**config.mk**
```make
export PLATFORM = sky130hd
export DESIGN_NAME = bram_pattern_engine
export DESIGN_NICKNAME = d
export VERILOG_FILES = /design/src/rtl/bram_pattern_engine.sv
export SDC_FILE = /design/constraint.sdc
export NUM_CORES = 1
export LEC_CHECK = 0
export ABC_CLOCK_PERIOD_IN_PS = 3600
export CAP_MARGIN = 10
export CORE_MARGIN = 2
export CORE_UTILIZATION = 45
export CTS_BUF_LIST = sky130_fd_sc_hd__clkbuf_8
export CTS_CLUSTER_SIZE = 20
export DETAILED_ROUTE_END_ITERATION = 8
export PLACE_DENSITY = 0.78
export SLEW_MARGIN = 15
export SYNTH_ARGS = -nofsm -noshare
export SYNTH_HDL_FRONTEND = slang
export SYNTH_SLANG_ARGS = --single-unit
```
**constraint.sdc**
```tcl
create_clock -name axi_aclk -period 3.6 [get_ports axi_aclk]
set_input_delay 0.54 -clock axi_aclk [delete_from_list [all_inputs] [get_ports axi_aclk]]
set_output_delay 0.54 -clock axi_aclk [all_outputs]
set_load 0.005 [all_outputs]
```
**src/rtl/bram_pattern_engine.sv**
```systemverilog
// Fabric-side BRAM pattern fill/check engine: writes a deterministic word pattern or reads one back and counts mismatches.
// Optional build macro BRAM_PATTERN_LFSR_EN swaps the incrementing pattern for a 32-bit Galois LFSR.
module bram_pattern_engine #(
    parameter int ADDR_W = 14,
    parameter int RD_LAT = 1
) (
    input  logic              axi_aclk,
    input  logic              axi_aresetn,
    input  logic              start,
    input  logic              mode,
    input  logic [31:0]       seed,
    input  logic [ADDR_W:0]   len,
    output logic              busy,
    output logic              done,
    output logic [15:0]       err_cnt,
    output logic [ADDR_W-1:0] first_err_addr,
    output logic [ADDR_W+1:0] bram_addr,
    output logic              bram_en,
    output logic [3:0]        bram_we,
    output logic [31:0]       bram_din,
    input  logic [31:0]       bram_dout
);

    localparam int CNT_W = ADDR_W + 1;

    typedef enum logic [2:0] {IDLE, FILL, READ, DRAIN, FIN} state_t;

`ifdef BRAM_PATTERN_LFSR_EN
    localparam logic [31:0] LFSR_MASK = 32'h8020_0003;

    function automatic logic [31:0] pat_first(input logic [31:0] s);
        return (s == 32'h0) ? 32'h1 : s;
    endfunction

    function automatic logic [31:0] pat_next(input logic [31:0] p);
        return (p >> 1) ^ (p[0] ? LFSR_MASK : 32'h0);
    endfunction
`else
    function automatic logic [31:0] pat_first(input logic [31:0] s);
        return s;
    endfunction

    function automatic logic [31:0] pat_next(input logic [31:0] p);
        return p + 32'd1;
    endfunction
`endif

    state_t             state, state_d;
    logic [CNT_W-1:0]   cnt, cnt_d;
    logic [CNT_W-1:0]   last_q, last_d;
    logic [31:0]        pat, pat_d;
    logic               busy_d, done_d, en_d;
    logic [3:0]         we_d;
    logic [ADDR_W+1:0]  addr_d;
    logic [31:0]        din_d;
    logic [CNT_W-1:0]   len_last;

    logic [RD_LAT-1:0]  pipe_vld;
    logic [31:0]        pipe_exp [RD_LAT];
    logic [ADDR_W-1:0]  pipe_adr [RD_LAT];
    logic               mismatch;

    // len == 0 encodes a full 2^ADDR_W span, so its last index is all ones in ADDR_W bits.
    assign len_last = (len == '0) ? {1'b0, {ADDR_W{1'b1}}} : len - CNT_W'(1);
    assign mismatch = pipe_vld[RD_LAT-1] && (bram_dout != pipe_exp[RD_LAT-1]);

    always_comb begin
        // NOTE: every signal written here gets a default first so no latch is inferred.
        state_d = state;
        cnt_d   = cnt;
        last_d  = last_q;
        pat_d   = pat;
        busy_d  = 1'b0;
        done_d  = 1'b0;
        en_d    = 1'b0;
        we_d    = 4'h0;
        addr_d  = '0;
        din_d   = '0;
        unique case (state)
            IDLE: begin
                if (start) begin
                    last_d  = len_last;
                    cnt_d   = '0;
                    pat_d   = pat_first(seed);
                    busy_d  = 1'b1;
                    en_d    = 1'b1;
                    state_d = mode ? READ : FILL;
                    if (!mode) begin
                        we_d  = 4'hF;
                        din_d = pat_d;
                    end
                end
            end
            FILL, READ: begin
                busy_d = 1'b1;
                if (cnt == last_q) begin
                    cnt_d = '0;
                    if (state == FILL) begin
                        state_d = FIN;
                        done_d  = 1'b1;
                        busy_d  = 1'b0;
                    end else begin
                        state_d = DRAIN;
                    end
                end else begin
                    cnt_d  = cnt + CNT_W'(1);
                    pat_d  = pat_next(pat);
                    en_d   = 1'b1;
                    addr_d = {cnt_d[ADDR_W-1:0], 2'b00};
                    if (state == FILL) begin
                        we_d  = 4'hF;
                        din_d = pat_d;
                    end
                end
            end
            DRAIN: begin
                busy_d = 1'b1;
                if (cnt == CNT_W'(RD_LAT - 1)) begin
                    state_d = FIN;
                    done_d  = 1'b1;
                    busy_d  = 1'b0;
                end else begin
                    cnt_d = cnt + CNT_W'(1);
                end
            end
            FIN: state_d = IDLE;
            default: state_d = IDLE;
        endcase
    end

    always_ff @(posedge axi_aclk) begin
        if (!axi_aresetn) begin
            state          <= IDLE;
            cnt            <= '0;
            last_q         <= '0;
            pat            <= '0;
            busy           <= 1'b0;
            done           <= 1'b0;
            bram_en        <= 1'b0;
            bram_we        <= 4'h0;
            bram_addr      <= '0;
            bram_din       <= '0;
            pipe_vld       <= '0;
            err_cnt        <= '0;
            first_err_addr <= '0;
        end else begin
            state     <= state_d;
            cnt       <= cnt_d;
            last_q    <= last_d;
            pat       <= pat_d;
            busy      <= busy_d;
            done      <= done_d;
            bram_en   <= en_d;
            bram_we   <= we_d;
            bram_addr <= addr_d;
            bram_din  <= din_d;
            pipe_vld[0] <= (state == READ);
            for (int i = 1; i < RD_LAT; i++) pipe_vld[i] <= pipe_vld[i-1];
            if (state == IDLE && start && mode) begin
                err_cnt        <= '0;
                first_err_addr <= '0;
            end else if (mismatch) begin
                if (err_cnt != 16'hFFFF) err_cnt <= err_cnt + 16'd1;
                if (err_cnt == 16'h0) first_err_addr <= pipe_adr[RD_LAT-1];
            end
        end
    end

    // NOTE: the expected-data pipeline carries no reset; only its valid bits need clearing.
    always_ff @(posedge axi_aclk) begin
        pipe_exp[0] <= pat;
        pipe_adr[0] <= cnt[ADDR_W-1:0];
        for (int i = 1; i < RD_LAT; i++) begin
            pipe_exp[i] <= pipe_exp[i-1];
            pipe_adr[i] <= pipe_adr[i-1];
        end
    end

endmodule
```
---- After elaboration in Yosys (flattened, before gate mapping) ----
Memory sizes are Yosys's and may differ from the RTL's. A register that Yosys moved wholly into a read port is not among the register bits.
Cells that the tools add are included.
word-level totals
  flip-flop bits (word level) ............. 137
  bits in writable memories ............... 46
  bits of input ports ..................... 83
  output and inout bits ................... 85
  word-level logic and storage cells ...... 86
  memories kept ........................... 2
operators by class
  $add $sub $neg .......................... 4
  equal/unequal tests ..................... 11
  mux-type cells .......................... 35
  bitwise operators ....................... 2
  reductions and logical operators ........ 19
memory list
  name      depth  bits a word  read ports  clocked after Yosys merged registers in  write ports  line  RTL
  pipe_exp  1      32           1           0                                        1            59    logic [31:0] pipe_exp [RD_LAT];
  pipe_adr  1      14           1           1                                        1            60    logic [ADDR_W-1:0] pipe_adr [RD_LAT];
operators with widths
  cell                     count
  $mux W32                 6
  $pmux W32 S2             2
  $mux W15                 4
  $pmux W15 S3             1
  $add A32 B1 Y32 const B  1
  $ne A32 B32 Y1           1
  $logic_not A15 Y1        2
  $add A16 B1 Y16 const B  1
  $logic_not A16 Y1        1
  $mux W4                  4
  $ne A16 B16 Y1 const B   1
  $add A15 B1 Y15 const B  1
  $eq A15 B15 Y1           1
  $sub A15 B1 Y15 const B  1
  $mux W3                  4
  $ne A2 B2 Y1 const B     5
  $pmux W3 S3              1
  $reduce_and A3 Y1        3
  $mux W1                  8
  $pmux W4 S2              1
  $reduce_and A2 Y1        4
  $eq A3 B2 Y1 const B     2
  $pmux W1 S2              2
  $reduce_or A2 Y1         2
  9 further kinds          12

---- Depth between registers and ports, before layout ----
  word-level depth ........................ 4
  depth in mapped cells ................... 10
  mapped depth without buffers ............ 8

---- Worst setup path after synthesis ----
No wires, ideal clock.
  kind .................................... reg2reg
  from .................................... register pat[1]
  to ...................................... register pat[24]
  library setup time ...................... 115 ps
  data arrival time ....................... 2357 ps
  required time ........................... 3485 ps
  slack ................................... 1128 ps
  cell stages (with the launch flop) ...... 10
  buffers on the path ..................... 2
  clock period less this slack ............ 2472 ps
  cell sequence ........................... dfxtp_1 > ha_1 > clkbuf_1 > nand2_1 > or4_1 > clkbuf_2 > or4_4 > a32oi_1 > o41ai_1 > o21a_1
between the ends
  word-level cells in the longest chain between the ends .. 3
ends and longest elaborated chain
  item                    line  RTL
  start, declared         51    logic [31:0] pat, pat_d;
  start signal, assigned  150   pat <= pat_d;
  $add A32 B1 Y32         44    return p + 32'd1;
  $mux W32                96    if (cnt == last_q) begin
  $pmux W32 S2            79    unique case (state)
No other way between the ends. The select of a mux whose other input is x is not followed.
A chain may end at the register's enable or synchronous reset.

---- Worst setup path after layout ----
  from .................................... register pat[0]
  to ...................................... register pat[24]
The elaborated chain is that of the path after synthesis.

==> impl_metrics.env <==
export IMPL_area_growth_pct=25.7
export IMPL_cp_cell_sequence="ha_1, nand2_1, or4_1, or4_4, a32oi_1, o41ai_1, o21a_1"
export IMPL_grt_ovfl_total=0
export IMPL_cts_setup_buffers=0
export IMPL_synth_edf_count=0
export IMPL_ff_latch_area_um2=3840
export IMPL_post_synth_top_count_cell="dfxtp_1"
export IMPL_first_pass_iters=5
export IMPL_hp_class="reg2reg"
export IMPL_run_status="finished clean"
export IMPL_maxSlewViolCount=0
export IMPL_port_buffers=165
export IMPL_hold_buffers=0
export IMPL_grt_usage_pct=24.4
export IMPL_tns_ns=0
export IMPL_hpwl_um=17300
export IMPL_cts_buffer_depth=2
export IMPL_die_area_um2=20400
export IMPL_antenna_found_initial=1
export IMPL_die_w_um=143
export IMPL_crit_path_start_kind="flip-flop"
export IMPL_yosys_mux_area_fraction_pct=0.462
export IMPL_slowest_delay_ns=0.63
export IMPL_max_freq_mhz=356
export IMPL_synth_xor_area_share_pct=9.09
export IMPL_syn_area_um2=8670
export IMPL_r2r_slack_ns=0.79
export IMPL_final_layout_size_suffix_gt1_share_pct=5.58
export IMPL_hold_viol=0
export IMPL_hold_path_depth=0
export IMPL_wirelength_um=25200
export IMPL_synth_top_cells_by_count="192 x dfxtp_1, 88 x nor2_1, 68 x clkbuf_1, 67 x nand2_1, 65 x a21oi_1"
export IMPL_r2r_cells=7
export IMPL_grt_pass1_vias=7571
export IMPL_period_needed_ns=2.81
export IMPL_synth_fa_ha_area_share_pct=1.01
export IMPL_setup_worst_path_end_class="flip-flop"
export IMPL_path_clk_slew_ns=0.10
export IMPL_fillers=1659
export IMPL_io_pins=168
export IMPL_cts_root_buf="clkbuf_8"
export IMPL_slew_headroom_pct=34.9
export IMPL_clock_latency_ns=0.49
export IMPL_cpMaxStageDelayCell="or4_4"
export IMPL_fin_nets=1223
export IMPL_setup_viol=0
export IMPL_synth_compound_area_share_pct=19.2
export IMPL_synthArstFlopShare_pct=0
export IMPL_hold_start="pat[10]"
export IMPL_avgRoutedWirePerCell_um=17.9
export IMPL_cts_buffers=17
export IMPL_yosys_area_share_simple_pct=21.5
export IMPL_cts_max_level=4
export IMPL_cts_tree="built"
export IMPL_grt_start_max_net_pins=45
export IMPL_r2r_start="pat[0]"
export IMPL_leakage_nw=4.13
export IMPL_synth_distinct_cells=59
export IMPL_vias=8159
export IMPL_core_area_um2=18800
export IMPL_hold_worst_slack_ns=0.404
export IMPL_ant_nets=0
export IMPL_final_core_util_pct=57.9
export IMPL_grt_setup_unrepaired="false"
export IMPL_ir_drop_v=0.000364
export IMPL_cts_resized=0
export IMPL_yosysWarnings=0
export IMPL_yosysTopAreaCellShare_pct=44.3
export IMPL_start_util_pct=46.0
export IMPL_synth_top_area_cell="dfxtp_1"
export IMPL_grt_pass1_wl_um=39600
export IMPL_ys_seq_elements=192
export IMPL_std_cell_rows=50
export IMPL_cts_num_sinks=192
export IMPL_die_y_um=143
export IMPL_first_iter_violations=912
export IMPL_netlist_instances=1007
export IMPL_via_per_inst=5.80
export IMPL_worstReg2RegEnd="pat[24]"
export IMPL_worstPathArrival_ns=3.20
export IMPL_yosysSeqAreaShare_pct=44.3
export IMPL_synth_top_family_by_area="simple AND/OR/NAND/NOR gates"
export IMPL_p_total_mw=6.35
export IMPL_drcViolationCount=0
export IMPL_crit_required_ns=3.99
export IMPL_maxCapViolCount=0
export IMPL_gp_congestion=0.851
export IMPL_min_to="pipe_exp[0][10]"
export IMPL_power_density_nw_per_um2=583
export IMPL_fin_skew_ns=0.0149
export IMPL_syn_area_per_cell_um2=8.61
export IMPL_synthTopCellsByArea="dfxtp_1 44%, xor2_1 5.8%, nor2_1 3.8%"
export IMPL_synth_main_ff_cell="dfxtp_1"
export IMPL_fin_crit_sh_pct=78.0
export IMPL_worstSetupPathType="reg2reg"
export IMPL_critPathMaxFanout=7
export IMPL_worstMarginPinSlew_ns=0.973
export IMPL_multiInputGateArea_um2=4480
==> logic make-up (layout without fill, tap and decap cells) <==
family | count (synthesis) | after routing
compound gates | 257 | 257
xor+xnor | 90 | 90
fa+ha+maj | 7 | 7
buf+inv | 93 | 231
flops | 192 | 192
mux | 4 | 4
other cells | 1 | 3
simple gates | 363 | 363
==> how the worst max path moves through the flow <==
| stage | startpoint | endpoint | slack (ns) | cells past startpoint |
|---|---|---|---|---|
| floorplan | pat[1] | pat[24] | 1.13 | 9 |
| global placement | bram_dout[2] | err_cnt[3] | 0.78 | 8 |
| detailed placement | bram_dout[2] | first_err_addr[7] | 0.72 | 8 |
| CTS | pat[0] | pat[24] | 0.84 | 7 |
| global route | pat[0] | pat[24] | 0.72 | 7 |
| finish | pat[0] | pat[24] | 0.79 | 7 |
==> state kept, by name (all words and copies together), names as in the netlist <==
signal,cells
done,1
pipe_vld,1
state,3
pipe_exp,32
last_q,15
bram_din,32
bram_addr,14
bram_en,1
pipe_adr,14
bram_we,1
cnt,15
first_err_addr,14
busy,1
pat,32
err_cnt,16
==> final cells by class <==
class / instances / area share (%)
well taps: 260 / 2.99
flip-flops and latches: 192 / 35.3
multi-input cells: 723 / 41.1
inverters: 14 / 0.482
repair buffers: 185 / 16.5
clock inverters: 15 / 1.47
diodes: 1 / 0.0230
clock buffers: 17 / 2.15
==> layer usage <==
metal,GRT usage (%),routed length [um]
met4,9.54,519
met3,3.92,1880
met5,0,0
met1,34.5,11200
met2,37.4,11600
==> stage by stage <==
stage | worst slack, ns | cells | instance area [um^2]
after global placement | 0.781 | 1374 | 10500
after CTS | 0.840 | 1406 | 10900
after floorplan | 1.13 | 1008 | 8670
after global routing | 0.724 | 1407 | 10900
after detailed placement | 0.720 | 1374 | 10500
final | 0.793 | 1407 | 10900
==> power breakdown <==
part | switching (mW) | internal [mW]
clock | 0.799 | 0.624
sequential | 0.413 | 2.51
combinational | 1.19 | 0.814
total | 2.40 | 3.95
==> cells in the final DEF (no fill, tap or decap), types with 8 or more instances in the layout <==
cell type        instances
buf_4                   20
xor2_1                  57
dfxtp_1                192
or3_1                   12
nor3_1                  22
and3_1                  27
nor2_1                  86
a21oi_1                 63
and2_1                  13
clkbuf_8                17
nor2b_1                  8
o22ai_1                 16
a22oi_1                 36
o211ai_1                 8
nand4_1                 30
o21ai_0                 57
nand3_1                 46
xnor2_1                 33
nand2_1                 67
o31ai_1                 13
inv_1                   13
clkdlybuf4s50_1        164
o211a_1                 10
or4_1                   11
o21a_1                   9
nor4_1                  20
==> worst max-delay path, delay by kind of cell, from the launching register on <==
kind / cells / cell delay [ns]
AO/OA/AOI/OAI: 3 / 0.53
adder cells (fa/ha/maj): 1 / 0.37
flip-flops: 1 / 0.46
AND/OR/NAND/NOR: 3 / 1.36
No activity file was read; power rests on OpenSTA's default activity.
